<file path="src/rtl/oled_seq_engine.sv">
// Table-driven OLED sequencer: fetches 12-bit ops (SEND/PIN/DELAY/END) from an external ROM and drives the PmodOLED pins.
// Optional build macro OLED_SEQ_REPEAT_EN: SEND arg[9] resends the byte (count in the following ROM word).
module oled_seq_engine #(
  parameter int ADDR_W      = 6,
  parameter int CLK_DIV     = 4,
  parameter int CLKS_PER_MS = 100000,
  parameter int DLY_W       = 10
) (
  input  logic              clk,
  input  logic              rst,
  input  logic              en,
  input  logic [ADDR_W-1:0] base_addr,
  output logic [ADDR_W-1:0] rom_addr,
  input  logic [11:0]       rom_data,
  output logic              cs,
  output logic              sclk,
  output logic              sdo,
  output logic              dc,
  output logic              res,
  output logic              vdd,
  output logic              vbat,
  output logic              busy,
  output logic              done
);

  localparam logic [3:0] S_IDLE      = 4'd0;
  localparam logic [3:0] S_FETCH     = 4'd1;
  localparam logic [3:0] S_DECODE    = 4'd2;
  localparam logic [3:0] S_SPI_LOAD  = 4'd3;
  localparam logic [3:0] S_SPI_SHIFT = 4'd4;
  localparam logic [3:0] S_SPI_GAP   = 4'd5;
  localparam logic [3:0] S_PIN       = 4'd6;
  localparam logic [3:0] S_DELAY     = 4'd7;
  localparam logic [3:0] S_DONE      = 4'd8;

  localparam int DIV_W = $clog2(CLK_DIV + 1);
  localparam int PRE_W = $clog2(CLKS_PER_MS + 1);

  logic [3:0]        state;
  logic [ADDR_W-1:0] pc;
  logic              en_q;
  logic [7:0]        tx_byte;
  logic [7:0]        shreg;
  logic [2:0]        bit_cnt;
  logic [DIV_W-1:0]  div_cnt;
  logic [PRE_W-1:0]  pre_cnt;
  logic [DLY_W-1:0]  ms_cnt;
  logic              run_state;
  logic              div_end;
  logic              pre_end;
`ifdef OLED_SEQ_REPEAT_EN
  logic              rep_load;
  logic [7:0]        rep_cnt;
`endif

  assign run_state = (state != S_IDLE) && (state != S_DONE);
  assign div_end   = (div_cnt == DIV_W'(CLK_DIV - 1));
  assign pre_end   = (pre_cnt == PRE_W'(CLKS_PER_MS - 1));

  always_ff @(posedge clk) begin
    if (rst) begin
      state    <= S_IDLE;
      pc       <= '0;
      rom_addr <= '0;
      en_q     <= 1'b0;
      cs       <= 1'b1;
      sclk     <= 1'b1;
      sdo      <= 1'b0;
      dc       <= 1'b0;
      res      <= 1'b0;
      vdd      <= 1'b1;
      vbat     <= 1'b1;
      busy     <= 1'b0;
      done     <= 1'b0;
      tx_byte  <= '0;
      shreg    <= '0;
      bit_cnt  <= '0;
      div_cnt  <= '0;
      pre_cnt  <= '0;
      ms_cnt   <= '0;
`ifdef OLED_SEQ_REPEAT_EN
      rep_load <= 1'b0;
      rep_cnt  <= '0;
`endif
    end else begin
      en_q <= en;
      // Abort has priority over whatever the current state would do, including END.
      if (run_state && !en) begin
        state <= S_IDLE;
        busy  <= 1'b0;
        cs    <= 1'b1;
        sclk  <= 1'b1;
`ifdef OLED_SEQ_REPEAT_EN
        rep_load <= 1'b0;
        rep_cnt  <= '0;
`endif
      end else begin
        case (state)
          S_IDLE: begin
            if (en && !en_q) begin
              pc    <= base_addr;
              busy  <= 1'b1;
              state <= S_FETCH;
            end
          end
          S_FETCH: begin
            rom_addr <= pc;
            state    <= S_DECODE;
          end
          S_DECODE: begin
            pc <= pc + 1'b1;
            case (rom_data[11:10])
              2'b00: begin
                cs      <= 1'b0;
                dc      <= rom_data[8];
                sdo     <= rom_data[7];
                tx_byte <= rom_data[7:0];
                state   <= S_SPI_LOAD;
`ifdef OLED_SEQ_REPEAT_EN
                // Point the ROM at the count word so it can be latched during SPI_LOAD.
                if (rom_data[9]) begin
                  pc       <= pc + ADDR_W'(2);
                  rom_addr <= pc + 1'b1;
                  rep_load <= 1'b1;
                end
`endif
              end
              2'b01: begin
                res   <= rom_data[0];
                vdd   <= rom_data[1];
                vbat  <= rom_data[2];
                state <= S_PIN;
              end
              2'b10: begin
                ms_cnt  <= DLY_W'(rom_data[9:0]);
                pre_cnt <= '0;
                state   <= S_DELAY;
              end
              default: begin
                busy  <= 1'b0;
                done  <= 1'b1;
                state <= S_DONE;
              end
            endcase
          end
          S_SPI_LOAD: begin
            sclk    <= 1'b0;
            shreg   <= tx_byte;
            bit_cnt <= '0;
            div_cnt <= '0;
            state   <= S_SPI_SHIFT;
`ifdef OLED_SEQ_REPEAT_EN
            if (rep_load) begin
              rep_cnt  <= rom_data[7:0];
              rep_load <= 1'b0;
            end
`endif
          end
          S_SPI_SHIFT: begin
            if (div_end) begin
              div_cnt <= '0;
              if (!sclk) begin
                sclk <= 1'b1;
              end else if (bit_cnt == 3'd7) begin
                cs    <= 1'b1;
                state <= S_SPI_GAP;
              end else begin
                sclk    <= 1'b0;
                sdo     <= shreg[6];
                shreg   <= {shreg[6:0], 1'b0};
                bit_cnt <= bit_cnt + 3'd1;
              end
            end else begin
              div_cnt <= div_cnt + 1'b1;
            end
          end
          S_SPI_GAP: begin
            if (div_end) begin
              div_cnt <= '0;
              state   <= S_FETCH;
`ifdef OLED_SEQ_REPEAT_EN
              if (rep_cnt != 8'd0) begin
                rep_cnt <= rep_cnt - 8'd1;
                cs      <= 1'b0;
                sdo     <= tx_byte[7];
                state   <= S_SPI_LOAD;
              end
`endif
            end else begin
              div_cnt <= div_cnt + 1'b1;
            end
          end
          S_PIN: state <= S_FETCH;
          S_DELAY: begin
            // arg ms takes exactly arg*CLKS_PER_MS cycles; arg=0 still spends this one cycle.
            if ((ms_cnt == '0) || ((ms_cnt == DLY_W'(1)) && pre_end)) begin
              state <= S_FETCH;
            end else if (pre_end) begin
              pre_cnt <= '0;
              ms_cnt  <= ms_cnt - 1'b1;
            end else begin
              pre_cnt <= pre_cnt + 1'b1;
            end
          end
          S_DONE: begin
            if (!en) begin
              done  <= 1'b0;
              state <= S_IDLE;
            end
          end
          default: state <= S_IDLE;
        endcase
      end
    end
  end

endmodule

</file>
<file path="config.mk">
export PLATFORM = sky130hd
export DESIGN_NAME = oled_seq_engine
export DESIGN_NICKNAME = d
export VERILOG_FILES = /design/src/rtl/oled_seq_engine.sv
export SDC_FILE = /design/constraint.sdc
export NUM_CORES = 1
export LEC_CHECK = 0
export CAP_MARGIN = 20
export CORE_UTILIZATION = 40
export DETAILED_ROUTE_END_ITERATION = 10
export PLACE_DENSITY = 0.73
export SKIP_LAST_GASP = 1
export SLEW_MARGIN = 20
export SYNTH_ARGS = -nofsm -noshare
export SYNTH_HDL_FRONTEND = slang
export SYNTH_SLANG_ARGS = --single-unit
</file>
<file path="constraint.sdc">
create_clock -name clk -period 2.2 [get_ports clk]
set_input_delay 0.55 -clock clk [delete_from_list [all_inputs] [get_ports clk]]
set_output_delay 0.55 -clock clk [all_outputs]
set_load 0.005 [all_outputs]
</file>
# Yosys cells after proc, flatten, opt, wreduce, memory -nomap -nowiden
# Cells that the tools add are included.
# totals
out_inout_bits,15
ff_bits,73
input_bits,21
word_cells,136
# op_classes
bitwise,1
n_eq_ne,28
n_reduce_logical,34
mux,49
add_sub_neg,5
# ops
op,count
$mux 17,3
$pmux 4 s9,1
$pmux 17 s2,1
$mux 10,3
$mux 4,7
$ne 2x2->1 const B,13
$mux 7,3
$pmux 10 s2,1
$add 17x1->17 const B,1
$eq 17x17->1 const B,1
$eq 4x3->1 const B,4
$mux 1,15
$reduce_and 5->1,3
$pmux 7 s2,1
$mux 3,4
$pmux 3 s2,2
$pmux 4 s3,1
$pmux 6 s2,1
$reduce_and 3->1,4
$reduce_bool 2->1,6
$eq 10x1->1 const B,1
$logic_not 10->1,1
$pmux 1 s2,5
$sub 10x1->10 const B,1
24 further kinds,34

# Longest topological paths before layout
# logic_depth
ltp_word,5
depth_mapped,10
ltp_nobuf,8

# Worst setup path before layout
# OpenSTA, ideal clock, no wires.
# synth_path
path_kind,flip-flop to flip-flop
from,register pre_cnt[6]
to,register pre_cnt[6]
path_buffers,2
t_arrival_ns,2.082
path_stages_with_launch,9
path_slack_ns,0.052
path_cell_list,dfxtp_1 or4b_1 or3_1 o21ai_2 a2bb2oi_4 buf_4 o21ai_2 buf_6 a21oi_2
# synth_via
elab_chain_len,5
# synth_rtl
element,line,rtl
start: declaration,46,logic [PRE_W-1:0] pre_cnt;
start signal: assignment,202,pre_cnt <= pre_cnt + 1'b1;
"parallel branches: the longest is 5 deep, another holds $add 17x1->17",n/a,
# Several ways; the timed one is not identified. The select of a mux whose other input is x is not followed.
# A chain may end at the register's enable or synchronous reset.

# Worst setup path after layout
# layout_path
from,register pre_cnt[6]
to,register ms_cnt[5]
# layout_via
elab_chain_len,5
# layout_rtl
element,line,rtl
$eq 17x17->1 (*),58,assign pre_end = (pre_cnt == PRE_W'(CLKS_PER_MS - 1));
$logic_and 1x1->1,196,if ((ms_cnt == '0) || ((ms_cnt == DLY_W'(1)) && pre_end)) begin
$logic_or 1x1->1,196,
$ne 2x2->1 (no line),n/a,
$reduce_and 5->1 (no line) (*),n/a,
end signal: assignment,135,ms_cnt <= DLY_W'(rom_data[9:0]);
end signal: assignment,200,ms_cnt <= ms_cnt - 1'b1;
end: declaration,47,logic [DLY_W-1:0] ms_cnt;
# Mark *: on every way between the ends. The rest lies on a longest branch, timed or not.

==> metrics.txt <==
outcome=finished with violations; failing checks=design-rule violations; vias per std cell=approximately 5.7; worst min path class=register to register; area of the mapped netlist=between 0.003 and 0.004 mm2; NetSw=around 1.2 mW; Crit path required time=~2.4 ns; vias=about 3800; GRT Total Usage=0.210; Antenna diodes=0; CORE AREA=0.00915 mm2; cell total after placement=approximately 640; Util after Layout=0.561; Post-CTS Hold Buffers=0; Reg2Reg Setup Slack=~0.008 ns; Hold Fails Final Rpt=0; CTS sink cnt=73; Seq/Total Area, Yosys=0.389; slowest CP cell=or4b_1; number of synthesized register bits=73; Avg Synthesized Cell Area=8.26 um2; Most common cell on crit path=nor2_4; clock tree from TritonCTS=built; final worst path period need=roughly 2.2 ns; pwr/cell area=716 mW/mm2; worst setup path start=pre_cnt[6]; initial antenna violation count=0; clock-pin slew on the worst setup and hold paths=about 0.08 ns; Overall Power=between 3 and 4 mW; Worst-Margin Slew=~0.53 ns; Int Power=~2.5 mW; depth of the most critical reg-to-reg path=7; Fin Clk Skew=approximately 0.012 ns; Inserted Clock Buffers=9; # IOs=36; r2r endpoint=ms_cnt[5]; Root Buffer=clkbuf_8; Max Slew Vio Count=0; Seq pwr share=0.404; Post-route DRC=2; CP startpoint kind=register; Port-buffer cells=35; Setup Viol. Count Final=0; synth unique cells=54; Reg-to-Reg Start=pre_cnt[6]; Area Growth Syn to Fin=36.7%; Initial Util=0.411; largest net degree at the start of global routing=32; worst slew margin relative to its limit=0.640; drt wl/cell=about 15 um; max frequency=0.456 GHz; vias in the first global route=between 3000 and 4000; grt total ovfl=0; Cells after Synth=around 460; layout cell share with drive strength beyond 1=0.226; Peak VDD IR=roughly 350 uV; RSZ-0062 raised after global routing=yes; ys flop type=dfxtp_1; die height=98.9 um; Crit Path Max Fanout=5; H-tree levels=3; Rows=35; antenna-violating nets left=0; global-route wire length before repair=between 15000 and 20000 um; Comb power frac=0.290; clock latency on the worst-skew pair=about 0.36 ns; Die ar.=0.00979 mm2; die width=~99 um; crit path kind=register to register; Critical Path AT=2.42 ns; max_cap viols=0; Yosys warning count=0; Setup crit end kind=register; CP peak stage delay=around 0.53 ns; clock share of power=0.306; Detailed Route WL=10200 um; Layout Nets=just under 600; post-synth net total=between 400 and 500; setup tns final=0 ns; crit-path cells=or4b_1 > or3_4 > buf_4 > nor2_4 > nor2_4 > o311ai_1 > o41ai_2; non-filler cells, final=~670; crit path capture=ms_cnt[5]; Clock Path Buffers=2; asr flop ratio synth=0; EDFF count, synth=0; number of DRC markers in iteration 0=around 260; Sw Share=0.326; Final Cycle Share=0.996; DP Wirelength=approximately 7000 um; Pleak=between 2 and 2.5 nW; TritonRoute pass-1 iters=8; Final Wtd Congestion=~0.93
-- critical path: cells and delay by family, from the launching register on --
| kind | cells | cell delay (ns) |
|---|---|---|
| DFF | 1 | 0.32 |
| and+or+nand+nor | 4 | 1.13 |
| buffers and inverters | 1 | 0.17 |
| AOI/OAI and AO/OA | 2 | 0.45 |
-- cells in the mapped netlist (all sizes together) (3+ instances only) --
library cell	n	area share
a211oi	8	0.016
a21oi	43	0.065
a22oi	7	0.014
a31oi	4	0.0067
and3	8	0.013
buf	8	0.013
clkbuf	18	0.018
dfxtp	73	0.39
ha	12	0.040
inv	8	0.0080
mux2i	25	0.067
nand2	31	0.031
nand2b	5	0.0083
nand3	22	0.029
nand4	5	0.0083
nand4b	4	0.0093
nor2	59	0.060
nor2b	5	0.0083
nor3	12	0.016
nor4	4	0.0067
o21ai	35	0.049
o21bai	3	0.0060
o311ai	3	0.0070
o31ai	5	0.010
o41ai	6	0.014
or3	15	0.025
or4	3	0.0060
-- state kept, by name, indices dropped and copies added, names as in the netlist, 3 cells and up --
name	flops
pre_cnt	17
ms_cnt	10
shreg	7
tx_byte	7
pc	6
rom_addr	6
state	4
bit_cnt	3
div_cnt	3
-- worst min path at each step --
| stage | from | to | slack, ns | cells after the start |
|---|---|---|---|---|
| 5_1_grt | div_cnt[1] | div_cnt[1] | 0.47 | 2 |
| 6_report | div_cnt[1] | div_cnt[1] | 0.46 | 2 |
| 2_1_floorplan | shreg[0] | shreg[0] | 0.43 | 2 |
| 3_3_place_gp | shreg[0] | shreg[0] | 0.45 | 2 |
| 4_1_cts | div_cnt[1] | div_cnt[1] | 0.46 | 2 |
| 3_5_place_dp | div_cnt[1] | div_cnt[1] | 0.45 | 2 |
-- power groups by stage --
stage	combinational [mW]	sequential, mW	clock (mW)
finish	1.07	1.48	1.12
global route	1.17	1.50	1.20
CTS	1.03	1.48	1.14
detailed placement	1.02	1.51	0
global placement	0.991	1.51	0
floorplan	0.591	1.49	0
-- layout by cell type (no fill, tap or decap), types with 5 or more instances in the layout --
cell / count
o21ai_0: 21
clkdlybuf4s50_1: 34
a22oi_1: 7
clkbuf_8: 9
o21ai_1: 12
mux2i_1: 25
a211oi_1: 8
nor2b_1: 5
nor3_1: 12
inv_1: 8
buf_4: 69
o31ai_1: 5
nand2b_1: 5
a21oi_2: 10
a21oi_1: 33
or3_1: 13
dfxtp_1: 71
and3_1: 8
nand3_1: 22
nand2_1: 31
nand4_1: 5
ha_1: 12
nor2_1: 56
-- cell type report --
cell class | instances | area, um2
Fill cell | 791 | 4020
Multi-Input combinational cell | 349 | 2290
Sequential cell | 73 | 1460
Timing Repair Buffer | 112 | 1010
Tap cell | 111 | 139
Clock buffer | 9 | 124
Clock inverter | 7 | 83.8
Inverter | 8 | 30.0
-- repair_timing --
action / 4_1_cts / 5_1_grt
endpoints found under the setup margin: 18 / 28
pin swaps: 1 / 5
setup buffers: 1 / 6
gates cloned: 0 / 2
gates resized for setup: 7 / 23
-- per-stage QoR --
step,hold slack [ns],instance area [um2],setup WS (ns)
floorplan,0.432,3760,0.0517
detailed placement,0.453,4690,-0.209
global placement,0.446,4690,-0.206
CTS,0.464,4930,-0.0216
global route,0.472,5130,-0.0755
finish,0.464,5130,0.00815
-- layer usage --
layer	wire length [um]	share of wire	GRT usage
met4	147	0.014	0.0896
met1	4530	0.44	0.268
met3	582	0.057	0.0461
met5	0	0	0
met2	4920	0.48	0.341
-- cells by family after synthesis --
| family | Yosys count | synth area share |
|---|---|---|
| simple gates | 183 | 0.242 |
| compound gates | 127 | 0.221 |
| flops | 73 | 0.389 |
| buf+inv | 34 | 0.0386 |
| mux | 25 | 0.0666 |
| fa+ha+maj | 12 | 0.0400 |
| xor+xnor | 1 | 0.00233 |
(Power assumes the default switching activity.)
